**config.mk**
```make
export PLATFORM = sky130hd
export DESIGN_NAME = life_grid
export DESIGN_NICKNAME = d
export VERILOG_FILES = /design/src/rtl/life_pkg.sv /design/src/rtl/life_rule_cell.sv /design/src/rtl/life_grid.sv
export SDC_FILE = /design/constraint.sdc
export NUM_CORES = 1
export LEC_CHECK = 0
export CORE_MARGIN = 4
export CORE_UTILIZATION = 26
export CTS_BUF_LIST = sky130_fd_sc_hd__clkbuf_4 sky130_fd_sc_hd__clkbuf_8
export DETAILED_ROUTE_END_ITERATION = 12
export PLACE_DENSITY_LB_ADDON = 0.15
export SETUP_SLACK_MARGIN = 0.3
export SLEW_MARGIN = 20
export SYNTH_ARGS = -nofsm -noshare
export SYNTH_HDL_FRONTEND = slang
export SYNTH_SLANG_ARGS = --single-unit
```
**constraint.sdc**
```tcl
create_clock -name clk -period 6.5 [get_ports clk]
set_input_delay 1.95 -clock clk [delete_from_list [all_inputs] [get_ports clk]]
set_output_delay 1.95 -clock clk [all_outputs]
set_load 0.02 [all_outputs]
```
**src/rtl/life_pkg.sv**
```systemverilog
// Shared types and constants for the Game-of-Life grid engine.
package life_pkg;

   typedef enum logic {
      ST_IDLE = 1'b0,
      ST_RUN  = 1'b1
   } state_e;

   typedef enum logic [1:0] {
      STATUS_COMPLETE = 2'd0,
      STATUS_EXTINCT  = 2'd1,
      STATUS_STABLE   = 2'd2
   } status_e;

   // Classic Conway rule B3/S23 as neighbour-count masks.
   localparam logic [8:0] BIRTH_B3    = 9'h008;
   localparam logic [8:0] SURVIVE_S23 = 9'h00C;

   // Number of live neighbours, 0..8, so 4 bits never overflow.
   function automatic logic [3:0] popcount8(input logic [7:0] v);
      logic [3:0] c;
      c = '0;
      for (int k = 0; k < 8; k++) begin
         c = c + {3'b000, v[k]};
      end
      return c;
   endfunction

endpackage

```
**src/rtl/life_rule_cell.sv**
```systemverilog
// One cell of the grid: applies the programmable birth/survival rule
// to the cell's own state and its eight neighbours.
module life_rule_cell
   import life_pkg::*;
(
   input  logic       self,
   input  logic [7:0] n,
   input  logic [8:0] birth_mask,
   input  logic [8:0] survive_mask,
   output logic       next
);

   logic [3:0] count;

   assign count = popcount8(n);
   assign next  = self ? survive_mask[count] : birth_mask[count];

endmodule

```
**src/rtl/life_grid.sv**
```systemverilog
// Game-of-Life grid engine: register-held WIDTH x HEIGHT grid advanced one
// generation per clock, with programmable rules, toroidal or dead edges,
// and early termination on extinction or still life.
module life_grid
   import life_pkg::*;
#(
   parameter int WIDTH  = 8,
   parameter int HEIGHT = 8,
   parameter int WRAP   = 1,
   parameter int GEN_W  = 16
) (
   input  logic                      clk,
   input  logic                      rst,
   input  logic                      wr_en,
   input  logic [$clog2(HEIGHT)-1:0] wr_row,
   input  logic [WIDTH-1:0]          wr_data,
   input  logic [$clog2(HEIGHT)-1:0] rd_row,
   output logic [WIDTH-1:0]          rd_data,
   input  logic                      start,
   input  logic [GEN_W-1:0]          num_gens,
   input  logic [8:0]                birth_mask,
   input  logic [8:0]                survive_mask,
   output logic                      busy,
   output logic                      done,
   output logic [1:0]                status,
   output logic [GEN_W-1:0]          gen_count
);

   localparam int ROW_W = $clog2(HEIGHT);
   // Row count widened by one bit so out-of-range indices compare cleanly.
   localparam logic [ROW_W:0] ROWS = (ROW_W + 1)'(HEIGHT);

   logic [HEIGHT-1:0][WIDTH-1:0] grid_q;
   logic [HEIGHT-1:0][WIDTH-1:0] next_grid_d;
   state_e                       state_q;
   status_e                      status_q;
   logic                         busy_q;
   logic                         done_q;
   logic [GEN_W-1:0]             gen_count_q;
   logic [GEN_W-1:0]             num_gens_q;
   logic [8:0]                   birth_q;
   logic [8:0]                   survive_q;
   logic [WIDTH-1:0]             rd_data_q;
   logic [GEN_W-1:0]             gen_inc_d;
   logic                         grid_same_d;
   logic                         next_zero_d;

   // Neighbour gathering: edge rows/columns either wrap or read as dead.
   for (genvar gi = 0; gi < HEIGHT; gi++) begin : g_row
      localparam int RU   = (gi == 0) ? HEIGHT - 1 : gi - 1;
      localparam int RD   = (gi == HEIGHT - 1) ? 0 : gi + 1;
      localparam bit U_OK = (WRAP != 0) || (gi != 0);
      localparam bit D_OK = (WRAP != 0) || (gi != HEIGHT - 1);

      logic [WIDTH-1:0] up_row;
      logic [WIDTH-1:0] mid_row;
      logic [WIDTH-1:0] dn_row;

      assign up_row  = U_OK ? grid_q[RU] : '0;
      assign mid_row = grid_q[gi];
      assign dn_row  = D_OK ? grid_q[RD] : '0;

      for (genvar gj = 0; gj < WIDTH; gj++) begin : g_col
         localparam int CL   = (gj == 0) ? WIDTH - 1 : gj - 1;
         localparam int CR   = (gj == WIDTH - 1) ? 0 : gj + 1;
         localparam bit L_OK = (WRAP != 0) || (gj != 0);
         localparam bit R_OK = (WRAP != 0) || (gj != WIDTH - 1);

         logic [7:0] nbr;

         assign nbr = {up_row[CL] & L_OK,  up_row[gj], up_row[CR] & R_OK,
                       mid_row[CL] & L_OK, mid_row[CR] & R_OK,
                       dn_row[CL] & L_OK,  dn_row[gj], dn_row[CR] & R_OK};

         life_rule_cell u_cell (
            .self         (mid_row[gj]),
            .n            (nbr),
            .birth_mask   (birth_q),
            .survive_mask (survive_q),
            .next         (next_grid_d[gi][gj])
         );
      end
   end

   assign grid_same_d = (next_grid_d == grid_q);
   assign next_zero_d = (next_grid_d == '0);
   assign gen_inc_d   = gen_count_q + GEN_W'(1);

   // Control FSM, grid storage, host write port and registered readback.
   always_ff @(posedge clk) begin
      if (rst) begin
         state_q     <= ST_IDLE;
         status_q    <= STATUS_COMPLETE;
         busy_q      <= 1'b0;
         done_q      <= 1'b0;
         gen_count_q <= '0;
         num_gens_q  <= '0;
         birth_q     <= BIRTH_B3;
         survive_q   <= SURVIVE_S23;
         grid_q      <= '0;
         rd_data_q   <= '0;
      end else begin
         done_q    <= 1'b0;
         rd_data_q <= ({1'b0, rd_row} < ROWS) ? grid_q[rd_row] : '0;
         case (state_q)
            ST_IDLE: begin
               if (wr_en && ({1'b0, wr_row} < ROWS)) begin
                  grid_q[wr_row] <= wr_data;
               end
               if (start) begin
                  num_gens_q  <= num_gens;
                  birth_q     <= birth_mask;
                  survive_q   <= survive_mask;
                  gen_count_q <= '0;
                  if (num_gens == '0) begin
                     // Nothing to do: report completion without touching the grid.
                     done_q   <= 1'b1;
                     status_q <= STATUS_COMPLETE;
                  end else begin
                     state_q <= ST_RUN;
                     busy_q  <= 1'b1;
                  end
               end
            end
            ST_RUN: begin
               if (grid_same_d) begin
                  // Still life: the generation that would repeat is not counted.
                  status_q <= STATUS_STABLE;
                  state_q  <= ST_IDLE;
                  busy_q   <= 1'b0;
                  done_q   <= 1'b1;
               end else begin
                  grid_q      <= next_grid_d;
                  gen_count_q <= gen_inc_d;
                  if (next_zero_d) begin
                     status_q <= STATUS_EXTINCT;
                     state_q  <= ST_IDLE;
                     busy_q   <= 1'b0;
                     done_q   <= 1'b1;
                  end else if (gen_inc_d == num_gens_q) begin
                     status_q <= STATUS_COMPLETE;
                     state_q  <= ST_IDLE;
                     busy_q   <= 1'b0;
                     done_q   <= 1'b1;
                  end
               end
            end
            default: state_q <= ST_IDLE;
         endcase
      end
   end

   assign rd_data   = rd_data_q;
   assign busy      = busy_q;
   assign done      = done_q;
   assign status    = status_q;
   assign gen_count = gen_count_q;

endmodule

```
==> impl_results.md <==
- Outcome: finished, final reports clean
- DRT iter0 DRCs: 3206
- Placed Area: 0.0323 sq mm
- Die width: 341 um
- Distinct cell type count after synthesis: 90
- Total Wirelength: 148000 um
- Fin. Hold Viols: 0
- Max Clk Rate: 163 MHz
- Initial antenna violation count: 6
- Die height: 341 um
- Syn Inst Count: 3038
- Maximum VDD drop: 0.139 mV
- DRT Pass-1 Iters: 5
- Die Area: 0.116 sq mm
- Syn Nets: 3539
- Top FF cell, synth: dfxtp_1
- Sequential cell area fraction in the yosys report: 8.84%
- DP Wirelength: 108000 um
- Worst Path Class, Setup: reg2reg
- Fin nets: 3629
- Clock transition at path regs: 100 ps
- Cts bufs inserted: 17
- CP startpoint: g_row[2].dn_row[3]
- Pwr/cell area: 537 mW/mm^2
- Pin count of the biggest net entering global routing: 53
- Vias per cell: 5.92
- CP bufs+invs: 4
- Worst skew pair latency: 590 ps
- CP delay by family, top: adder cells
- Slowest CP cell: or4_1
- CP most frequent cell: fa_1
- Worst hold-check path type: reg2reg
- Period minus WS final: 6130 ps
- Synth Warn #: 0
- Crit-path max cell delay: 630 ps
- Setup TNS: 0 ps
- Hold_buf cts: 0
- IO Count: 80
- Longest Clk Path Bufs: 2
- Commonest non-fill, non-tap cell in the layout: inv_1
- Comb pwr share: 88.6%
- Hold path start: num_gens_q[14]
- Sequential power share: 6.8%
- Area of the multi-input gates: 0.0241 sq mm
- Clock power frac: 4.6%
- Sw Share: 53.0%
- Post-synth EDFFs: 0
- Syn Std Cell Area: 0.0287 sq mm
- Post-route design area: 0.0332 sq mm
- Root Buffer: clkbuf_8
- Normalized max-slew margin: 19.4%
- All-Layer GR Usage: 25.1%
- Clk_skew: 32.9 ps
- Critical Path AT: 6570 ps
- Number of fill cells: 11.6k
- Share of the synthesized area in the top cell type: 17.8%
- Synthesis-stage register bit count: 127
- Dpl ws: -23.6 ps
- Final core occ: 30.3%
- Switch Pwr: 0.00943 W
- Routed wire length per instance: 32.1 um
- Vias in the first global route: 27.0k
- RSZ-0062 raised after global routing: yes
- Gr ovfl total: 0
- Area growth syn-to-layout: 15.4%
- Synth async-reset ratio: 0%
- TritonCTS Sinks: 127
- Most frequent cells in the layout: 338 x inv_1, 241 x fa_1, 235 x buf_4, 215 x mux4_2, 193 x ha_1
- Worst hold slack: 471 ps
- Post-route ant nets: 0
- Dominant cell type by area after synthesis: fa_1
- Tcrit/Tclk final: 94.2%
- Initial core utilization: 26.3%
- Final setup fails: 0
- Seq. cell area: 0.00264 sq mm
- Crit path required time: 6950 ps
- I/O Buffers: 79
- CP endpoint kind: flop
- CTS tree: yes
- Core footprint: 0.109 sq mm
- Drc violations: 0
- CP Cell Sequence: buf_4 > inv_1 > fa_1 > fa_1 > fa_1 > inv_1 > fa_1 > mux4_2 > mux2i_1 > o211ai_1 > nand4b_1 > or4_1 > nor3_4 > buf_4 > a31o_4 > o221ai_1 > a31oi_1
- Cell internal pwr: 0.00837 W
- Global-route wire length before repair: 210000 um
- RePlAce Congestion: 0.951
- Via Count: 27.3k
- CTS H-tree lvls: 4
- Lkg Pwr: 14.0 nW
- Max_cap viols: 0
- Final WS setup: 374 ps
- Slew @ Worst Pin: 1210 ps
- Synth Area per Inst: 9.46 sq um
- Max FO, Critical Path: 6
- Top post-synthesis cells by area: fa_1 18%, mux4_2 17%, dfxtp_1 8.8%, ha_1 8.4%, mux2i_1 6.0%
- Kind of start point of the critical path: flop
- Slew Limit Fails: 0
- RR Startpoint: g_row[2].dn_row[3]
- Site row count: 121
- Fraction of layout cells with a size suffix above 1: 20.8%
-- synthesized netlist by cell type (all sizes together), types with 31 or more instances --
cell type and instances:
a21oi 78, a31oi 80, buf 66, clkbuf 192, dfxtp 127, fa 256
ha 193, inv 348, mux2 31, mux2i 172, mux4 215, nand2 173
nand3 112, nand4b 37, nor2 94, nor2b 102, o21a 45, o21ai 86
o221ai 40, xnor2 56, xor2 47
-- worst paths after layout --
path	to	slack, ps	cells past startpoint
worst max-delay path	g_row[1].dn_row[6]	370	17
worst min-delay path	num_gens_q[14]	470	2
worst max register to register	g_row[1].dn_row[6]	370	17
worst min register to register	num_gens_q[14]	470	2
-- logic make-up (layout without fill, tap and decap cells) --
kind of cell / Yosys count / after routing / share of synthesized area (%)
compound gates: 611 / 612 / 15.6
xor+xnor: 103 / 103 / 3.14
fa+ha+maj: 449 / 449 / 26.2
buf+inv: 607 / 709 / 8.26
flops: 127 / 127 / 8.84
mux: 418 / 418 / 24.0
other cells: 0 / 2 / 0
simple gates: 723 / 723 / 13.9
-- timing repair --
| item | in CTS | in global routing |
|---|---|---|
| hold endpoints to repair | 0 | 0 |
| resized for setup | 24 | 58 |
| setup endpoints to repair | 84 | 85 |
| cloned | 0 | 1 |
| buffers inserted | 15 | 13 |
| pin swaps | 1 | 4 |
-- worst min-delay path, delay by kind of cell (launching register included) --
family	cells	cell delay (ps)
AND/OR/NAND/NOR	1	50
AO/OA/AOI/OAI	1	50
flip-flops	1	330
-- state kept, by name, indices dropped and copies added, names as in the netlist --
name           cells
state_q            1
survive_q          9
birth_q            9
g_row.up_row       8
done               1
g_row.dn_row      48
busy               1
num_gens_q        16
rd_data            8
g_row.mid_row      8
status             2
gen_count         16
-- through the flow --
step                      cells  total power, W
after floorplan            3038          0.0117
after global placement     4556          0.0166
after detailed placement   4556          0.0165
after CTS                  4603          0.0174
after global routing       4617          0.0190
final                      4619          0.0178
-- final cells by class --
type	count	share of cell area, %
diodes	2	0.0151
clock buffers	17	0.705
clock inverters	15	0.521
inverters	349	4.05
multi-input cells	2305	72.6
flip-flops and latches	127	7.97
well taps	1476	5.57
repair buffers	328	8.56
-- routing by layer --
metal  part of all wire (%)  up-vias  global-route usage [%]
met4                    4.3        4                    9.67
met3                    8.8      308                    5.62
met1                     43    14100                    34.4
li1                       -    11400                       -
met2                     44     1478                    38.5
met5                  0.020        -                       0
-- power groups by stage --
stage | Clock (W) | Combinational [W] | Sequential [W]
2_1_floorplan | 0 | 0.0107 | 0.000999
3_3_place_gp | 0 | 0.0154 | 0.00120
3_5_place_dp | 0 | 0.0153 | 0.00120
4_1_cts | 0.000839 | 0.0154 | 0.00119
5_1_grt | 0.000862 | 0.0169 | 0.00120
6_report | 0.000823 | 0.0158 | 0.00120
Power figures use the tool's default switching activity.
